## src/rtl/dpwm_duty_scheduler_pkg.sv

```systemverilog
// ---------------------------------------------------------------------------
// dpwm_duty_scheduler_pkg
//   Shared definitions for the hybrid DPWM duty scheduler: default widths,
//   the duty clamp limit, the sequencer state encoding and the next-state
//   function of the sequencer.
// ---------------------------------------------------------------------------
package dpwm_duty_scheduler_pkg;

  localparam int N_BITS_DEF    = 6;
  localparam int FINE_BITS_DEF = 2;
  localparam int MAX_DUTY_DEF  = 62;

  typedef enum logic [1:0] {
    ST_IDLE  = 2'd0,
    ST_RUN   = 2'd1,
    ST_DRAIN = 2'd2
  } state_e;

  // A RUN period that ends while enable is low goes straight to IDLE,
  // so the sequencer never starts a period it already knows it must drop.
  function automatic state_e fsm_next(input state_e cur, input logic enable,
                                      input logic wrap);
    state_e nxt;
    nxt = ST_IDLE;
    case (cur)
      ST_IDLE: begin
        if (enable) nxt = ST_RUN;
        else        nxt = ST_IDLE;
      end
      ST_RUN: begin
        if (enable)    nxt = ST_RUN;
        else if (wrap) nxt = ST_IDLE;
        else           nxt = ST_DRAIN;
      end
      ST_DRAIN: begin
        if (enable)    nxt = ST_RUN;
        else if (wrap) nxt = ST_IDLE;
        else           nxt = ST_DRAIN;
      end
      default: nxt = ST_IDLE;
    endcase
    return nxt;
  endfunction

endpackage

```

## src/rtl/dpwm_coarse_counter.sv

```systemverilog
// ---------------------------------------------------------------------------
// dpwm_coarse_counter
//   C-bit free-running period counter of the hybrid DPWM.
//   clk      in  system clock
//   rst_n    in  asynchronous active-low reset
//   en_i     in  count enable (one increment per clk)
//   clear_i  in  synchronous clear to 0 (dominates en_i)
//   cnt_o    out current count
//   wrap_o   out combinational: the next enabled edge wraps 2^C-1 -> 0
// ---------------------------------------------------------------------------
module dpwm_coarse_counter #(
  parameter int C_BITS = 4
) (
  input  logic              clk,
  input  logic              rst_n,
  input  logic              en_i,
  input  logic              clear_i,
  output logic [C_BITS-1:0] cnt_o,
  output logic              wrap_o
);

  localparam logic [C_BITS-1:0] CNT_ONE = {{(C_BITS-1){1'b0}}, 1'b1};
  localparam logic [C_BITS-1:0] CNT_MAX = {C_BITS{1'b1}};

  logic [C_BITS-1:0] cnt_q;
  logic [C_BITS-1:0] cnt_d;

  // Next count: clear wins, otherwise increment with natural wrap.
  always_comb begin
    cnt_d = cnt_q;
    if (clear_i) begin
      cnt_d = {C_BITS{1'b0}};
    end else if (en_i) begin
      cnt_d = cnt_q + CNT_ONE;
    end else begin
      cnt_d = cnt_q;
    end
  end

  // Count register.
  always_ff @(posedge clk or negedge rst_n) begin
    if (!rst_n) begin
      cnt_q <= {C_BITS{1'b0}};
    end else begin
      cnt_q <= cnt_d;
    end
  end

  assign cnt_o  = cnt_q;
  assign wrap_o = en_i && !clear_i && (cnt_q == CNT_MAX);

endmodule

```

## src/rtl/dpwm_duty_scheduler.sv

```systemverilog
// ---------------------------------------------------------------------------
// dpwm_duty_scheduler
//   Sequencer of the hybrid DPWM. Owns the coarse period counter, buffers
//   duty updates from the compensator in a one-deep shadow register and
//   applies them only when the counter enters 0. Drives the coarse PWM level
//   and the phase-select / arm pulse of the 2-bit fine-edge stage.
//   clk          in  system clock, rising edge
//   rst          in  asynchronous active-low reset
//   enable       in  1 = run; 0 = finish the current period, then idle
//   duty_in      in  requested duty code (clamped to MAX_DUTY)
//   duty_valid   in  duty_in valid
//   duty_ready   out shadow register free
//   pwm_out      out coarse PWM level
//   fine_arm     out 1-clk pulse: fine stage extends the edge by phase_sel
//   phase_sel    out fine phase of the current period
//   period_start out 1-clk pulse on the first cycle of each running period
//   busy         out sequencer not idle
// ---------------------------------------------------------------------------
module dpwm_duty_scheduler
  import dpwm_duty_scheduler_pkg::*;
#(
  parameter int N_BITS    = N_BITS_DEF,
  parameter int FINE_BITS = FINE_BITS_DEF,
  parameter int MAX_DUTY  = MAX_DUTY_DEF
) (
  input  logic                 clk,
  input  logic                 rst,
  input  logic                 enable,
  input  logic [N_BITS-1:0]    duty_in,
  input  logic                 duty_valid,
  output logic                 duty_ready,
  output logic                 pwm_out,
  output logic                 fine_arm,
  output logic [FINE_BITS-1:0] phase_sel,
  output logic                 period_start,
  output logic                 busy
);

  localparam int                C_BITS   = N_BITS - FINE_BITS;
  localparam logic [N_BITS-1:0] MAX_CODE = N_BITS'(MAX_DUTY);

  state_e                state_q;
  state_e                state_d;
  logic [N_BITS-1:0]     shadow_q;
  logic [N_BITS-1:0]     shadow_d;
  logic                  shadow_full_q;
  logic                  shadow_full_d;
  logic [N_BITS-1:0]     active_q;
  logic [N_BITS-1:0]     active_d;
  logic                  ready_q;
  logic                  pwm_q;
  logic                  arm_q;
  logic [FINE_BITS-1:0]  phase_q;
  logic                  pstart_q;
  logic                  busy_q;

  logic [C_BITS-1:0]     cnt_s;
  logic                  wrap_s;
  logic                  running_s;
  logic                  enter_zero_s;
  logic                  load_s;
  logic                  write_s;
  logic [N_BITS-1:0]     duty_clamped_s;
  logic [C_BITS-1:0]     coarse_s;
  logic [FINE_BITS-1:0]  fine_s;

  assign running_s = (state_q != ST_IDLE);

  dpwm_coarse_counter #(
    .C_BITS (C_BITS)
  ) u_coarse_counter (
    .clk     (clk),
    .rst_n   (rst),
    .en_i    (running_s),
    .clear_i (!running_s),
    .cnt_o   (cnt_s),
    .wrap_o  (wrap_s)
  );

  // cnt==0 is entered either by leaving IDLE (counter already parked at 0)
  // or by a wrap; both are the only points where a new duty may take effect.
  assign enter_zero_s   = ((state_q == ST_IDLE) && enable) || wrap_s;
  assign load_s         = enter_zero_s && shadow_full_q;
  assign write_s        = duty_valid && ready_q;
  assign duty_clamped_s = (duty_in > MAX_CODE) ? MAX_CODE : duty_in;
  assign coarse_s       = active_q[N_BITS-1:FINE_BITS];
  assign fine_s         = active_q[FINE_BITS-1:0];
  assign state_d        = fsm_next(state_q, enable, wrap_s);

  // Shadow/active next state. A write is only possible while the shadow is
  // empty and a load only while it is full, so the two never coincide.
  always_comb begin
    shadow_d      = shadow_q;
    shadow_full_d = shadow_full_q;
    active_d      = active_q;
    if (load_s) begin
      active_d      = shadow_q;
      shadow_full_d = 1'b0;
    end else if (write_s) begin
      shadow_d      = duty_clamped_s;
      shadow_full_d = 1'b1;
    end else begin
      shadow_full_d = shadow_full_q;
    end
  end

  // Sequencer state, duty registers and registered output decode.
  always_ff @(posedge clk or negedge rst) begin
    if (!rst) begin
      state_q       <= ST_IDLE;
      shadow_q      <= {N_BITS{1'b0}};
      shadow_full_q <= 1'b0;
      active_q      <= {N_BITS{1'b0}};
      ready_q       <= 1'b1;
      pwm_q         <= 1'b0;
      arm_q         <= 1'b0;
      phase_q       <= {FINE_BITS{1'b0}};
      pstart_q      <= 1'b0;
      busy_q        <= 1'b0;
    end else begin
      state_q       <= state_d;
      shadow_q      <= shadow_d;
      shadow_full_q <= shadow_full_d;
      active_q      <= active_d;
      ready_q       <= !shadow_full_d;
      busy_q        <= (state_d != ST_IDLE);
      // Outputs decode the current count, so they trail it by one clk.
      pwm_q         <= running_s && (cnt_s < coarse_s);
      arm_q         <= running_s && (cnt_s == coarse_s) &&
                       (fine_s != {FINE_BITS{1'b0}});
      phase_q       <= running_s ? fine_s : {FINE_BITS{1'b0}};
      pstart_q      <= (state_q == ST_RUN) && (cnt_s == {C_BITS{1'b0}});
    end
  end

  assign duty_ready   = ready_q;
  assign pwm_out      = pwm_q;
  assign fine_arm     = arm_q;
  assign phase_sel    = phase_q;
  assign period_start = pstart_q;
  assign busy         = busy_q;

endmodule

```

## config.mk

```make
export PLATFORM = sky130hd
export DESIGN_NAME = dpwm_duty_scheduler
export DESIGN_NICKNAME = d
export VERILOG_FILES = /design/src/rtl/dpwm_duty_scheduler_pkg.sv /design/src/rtl/dpwm_coarse_counter.sv /design/src/rtl/dpwm_duty_scheduler.sv
export SDC_FILE = /design/constraint.sdc
export NUM_CORES = 1
export LEC_CHECK = 0
export BUFFER_PORTS_ARGS = -buffer_cell sky130_fd_sc_hd__buf_2
export CORE_MARGIN = 3
export CORE_UTILIZATION = 44
export CTS_CLUSTER_DIAMETER = 30
export DETAILED_ROUTE_END_ITERATION = 7
export HOLD_SLACK_MARGIN = 0.15
export PLACE_DENSITY = 0.71
export SYNTH_ARGS = -nofsm -noshare
export SYNTH_HDL_FRONTEND = slang
export SYNTH_SLANG_ARGS = --single-unit
```

## constraint.sdc

```tcl
create_clock -name clk -period 2.05 [get_ports clk]
set_input_delay 0.41 -clock clk [delete_from_list [all_inputs] [get_ports clk]]
set_output_delay 0.41 -clock clk [all_outputs]
set_load 0.05 [all_outputs]
```

==> results.py <==
metrics = {
    "status": {
        "status": "completed",
    },
    "clocking": {
        "h-tree-depth": 1,
        "worstSkewPairLatency_ns": 0.32,
        "cts_tree": "built",
        "root_buffer": "clkbuf_4",
        "post_cts.repair.setup_buffers": 0,
        "clockBufferDepth": 2,
        "cts_buffers": 3,
        "cts-hold-fix-buffers": 1,
        "ctsResizeCount": 0,
        "clk_pin_slew_ns": 0.13,
        "cts_sinks": 26,
    },
    "placement": {
        "dp_hpwl_um": 1340,
        "preCtsSetupSlack_ns": 0.221,
        "io_buffers": 16,
        "dpl_cell_area_um2": 1270,
        "gp_congestion": 0.664,
    },
    "cells_and_area": {
        "fill_cells": 199,
        "nets": 128,
        "antenna_cells": 0,
        "regArea_um2": 652,
        "multi_input_area_um2": 465,
        "final_area_um2": 1320,
        "drive_above_1_share_pct": 38.0,
        "utilization_pct": 55.9,
        "area_growth_pct": 13.9,
    },
    "yosys": {
        "syn_nets": 106,
        "synth_area_per_cell_um2": 13.3,
        "synth_area_leaders": "dfrtp_1 54%, mux2_2 12%, ha_1 9.7%",
        "synth_ff_type": "dfrtp_1",
        "synth_top_area_cell": "dfrtp_1",
        "yosysSeqAreaShare_pct": 56.3,
        "syn_inst": 87,
        "yosysUniqueCellTypes": 27,
        "ys_warn_count": 0,
        "synth_area_um2": 1160,
        "synth_edf_count": 0,
        "synth_top_area_share_pct": 54.0,
        "async_flop_share_pct": 100,
        "yosys_register_bits": 26,
    },
    "setup_path": {
        "end_kind": "flop",
        "required_ns": 2.27,
        "cp_slowest_cell": "dfrtp_1",
        "cp_slowest_stage_delay_ns": 0.41,
        "cp-start-kind": "flop",
        "reg2reg_depth": 5,
        "cp.arrival_ns": 2.05,
        "crit_chain": "inv_1 -> ha_1 -> and4b_4 -> a211oi_4 -> mux2_2",
        "path_class": "reg2reg",
        "worstPathMaxFanout": 7,
    },
    "power": {
        "p_sw_uw": 782,
        "p_sw_share_pct": 38.6,
        "combPwrFrac_pct": 44.1,
        "clkPwrFrac_pct": 12.4,
        "power_frac_seq_pct": 43.5,
        "leakage_nw": 0.653,
        "power_density_nw_per_um2": 1530,
        "vdd_drop_max_uv": 1210,
        "p_int_mw": 1.24,
    },
    "global_routing": {
        "gr-total-overflow": 0,
        "grt_max_degree": 27,
        "grt_pass1_vias": 741,
        "grt_antenna_before_repair": 0,
        "grt_pass1_wl_um": 3150,
        "grt_usage_pct": 12.4,
    },
    "timing": {
        "period_share_pct": 89.3,
        "period_minus_slack_ns": 1.83,
        "worst_pin_slew_ns": 0.550,
        "finClkSkew_ns": 0.00376,
        "setup-violations-final": 0,
        "fmax_mhz": 546,
        "relSlewSlack_pct": 63.3,
        "setup-tns-final_ns": 0,
        "slew_violations": 0,
        "rsz0062_at_grt": "no",
        "setup_ws_ns": 0.218,
        "finalHoldViolCount": 0,
    },
    "detailed_routing": {
        "wl_um": 1680,
        "via_per_inst": 4.96,
        "drt_iter0_drc": 0,
        "avgRoutedWirePerCell_um": 12.3,
        "vias": 675,
        "ant_nets": 0,
        "drc": 0,
        "drtPass1Iterations": 1,
    },
    "floorplan": {
        "rows": 17,
        "die_w_um": 57.3,
        "die-area_um2": 3290,
        "io-pin-count": 17,
        "die_h_um": 57.3,
        "start_util_pct": 49.1,
        "core_area_um2": 2360,
    },
    "min_path": {
        "hold_path.class": "in2reg",
        "hold_path_depth": 2,
    },
    "run": {
        "maxCapViolCount": 0,
    },
}
-- state kept, by name, indices dropped and copies added, names as in the netlist --
signal                  cells
active_q                    6
phase_sel                   2
period_start                1
shadow_q                    6
state_q                     2
duty_ready                  1
shadow_full_q               1
pwm_out                     1
busy                        1
u_coarse_counter.cnt_o      4
fine_arm                    1
-- routing by layer --
| metal | vias to the layer above | GRT usage, % | share of wire, % |
|---|---|---|---|
| li1 | 334 | - | - |
| met1 | 323 | 15.7 | 46 |
| met2 | 13 | 19.7 | 47 |
| met3 | 5 | 2.04 | 3.6 |
| met4 | 0 | 7.95 | 2.8 |
| met5 | - | 0 | 0 |
-- cells in the mapped netlist, types with 2 or more instances --
cell type  instances
nand3_1            3
nor2b_1            4
nor2_1             4
inv_1              9
mux2_2            12
ha_1               9
o21ai_0            2
dfrtp_1           25
-- cell type report --
| cell class | instances | area share [%] |
|---|---|---|
| inverters | 9 | 2.56 |
| repair buffers | 18 | 7.39 |
| flip-flops and latches | 26 | 49.4 |
| clock buffers | 4 | 2.75 |
| well taps | 28 | 2.65 |
| multi-input cells | 51 | 35.3 |
-- critical path: cells and delay by family (launching register included) --
family,cells,cell delay [ns]
adders and majority gates,1,0.22
muxes,1,0.38
buffers and inverters,1,0.09
AOI/OAI and AO/OA,1,0.39
DFF,1,0.41
and+or+nand+nor,1,0.25
-- cell families after synthesis --
kind of cell	count (synthesis)	synth area share, %
compound gates	6	4.64
xor+xnor	2	1.51
fa+ha+maj	9	9.72
buf+inv	10	3.56
flops	26	56.3
mux	12	11.7
simple gates	22	12.6
-- metrics by stage --
stage	hold WS [ns]	total power, mW	instances
finish	0.295	2.03	136
detailed placement	0.428	1.80	131
global route	0.284	2.21	136
CTS	0.280	2.06	136
global placement	0.429	1.76	131
floorplan	0.114	1.59	87
-- power groups by stage --
stage | clock network (mW) | registers (mW) | logic [mW]
after floorplan | 0 | 1.08 | 0.510
after global placement | 0 | 0.886 | 0.877
after detailed placement | 0 | 0.902 | 0.902
after CTS | 0.263 | 0.889 | 0.908
after global routing | 0.286 | 0.922 | 1.00
final | 0.251 | 0.882 | 0.893
-- layout by cell type, fill, tap and decap left out, drive strengths merged --
master | synthesis | routed
inv | 9 | 9
xnor2 | 1 | 1
and4bb | 1 | 1
a211oi | 2 | 2
nand3 | 3 | 3
and4 | 1 | 1
nor2b | 4 | 4
buf | 1 | 17
dfstp | 1 | 1
clkbuf | 0 | 4
and4b | 1 | 1
dlygate4sd3 | 0 | 1
dfrtp | 25 | 25
o21ai | 2 | 2
and3 | 2 | 2
ha | 9 | 9
nor3b | 1 | 1
or2 | 1 | 1
nand2 | 2 | 2
mux2 | 12 | 12
xor2 | 1 | 1
o21a | 1 | 1
nand2b | 1 | 1
nor2 | 4 | 4
nor4b | 1 | 1
a21o | 1 | 1
-- path summary, 6_finish.rpt --
check / from / to / slack, ns
worst max-delay path: state_q[1] / shadow_q[1] / 0.22
worst min register to register: u_coarse_counter.cnt_o[0] / u_coarse_counter.cnt_o[0] / 0.50
worst min-delay path: enable / state_q[1] / 0.30
max in group asynchronous: rst / duty_ready / 1.08
min in group asynchronous: rst / fine_arm / 0.59
worst max register to register: state_q[1] / shadow_q[1] / 0.22
No activity file was read; power rests on OpenSTA's default activity.
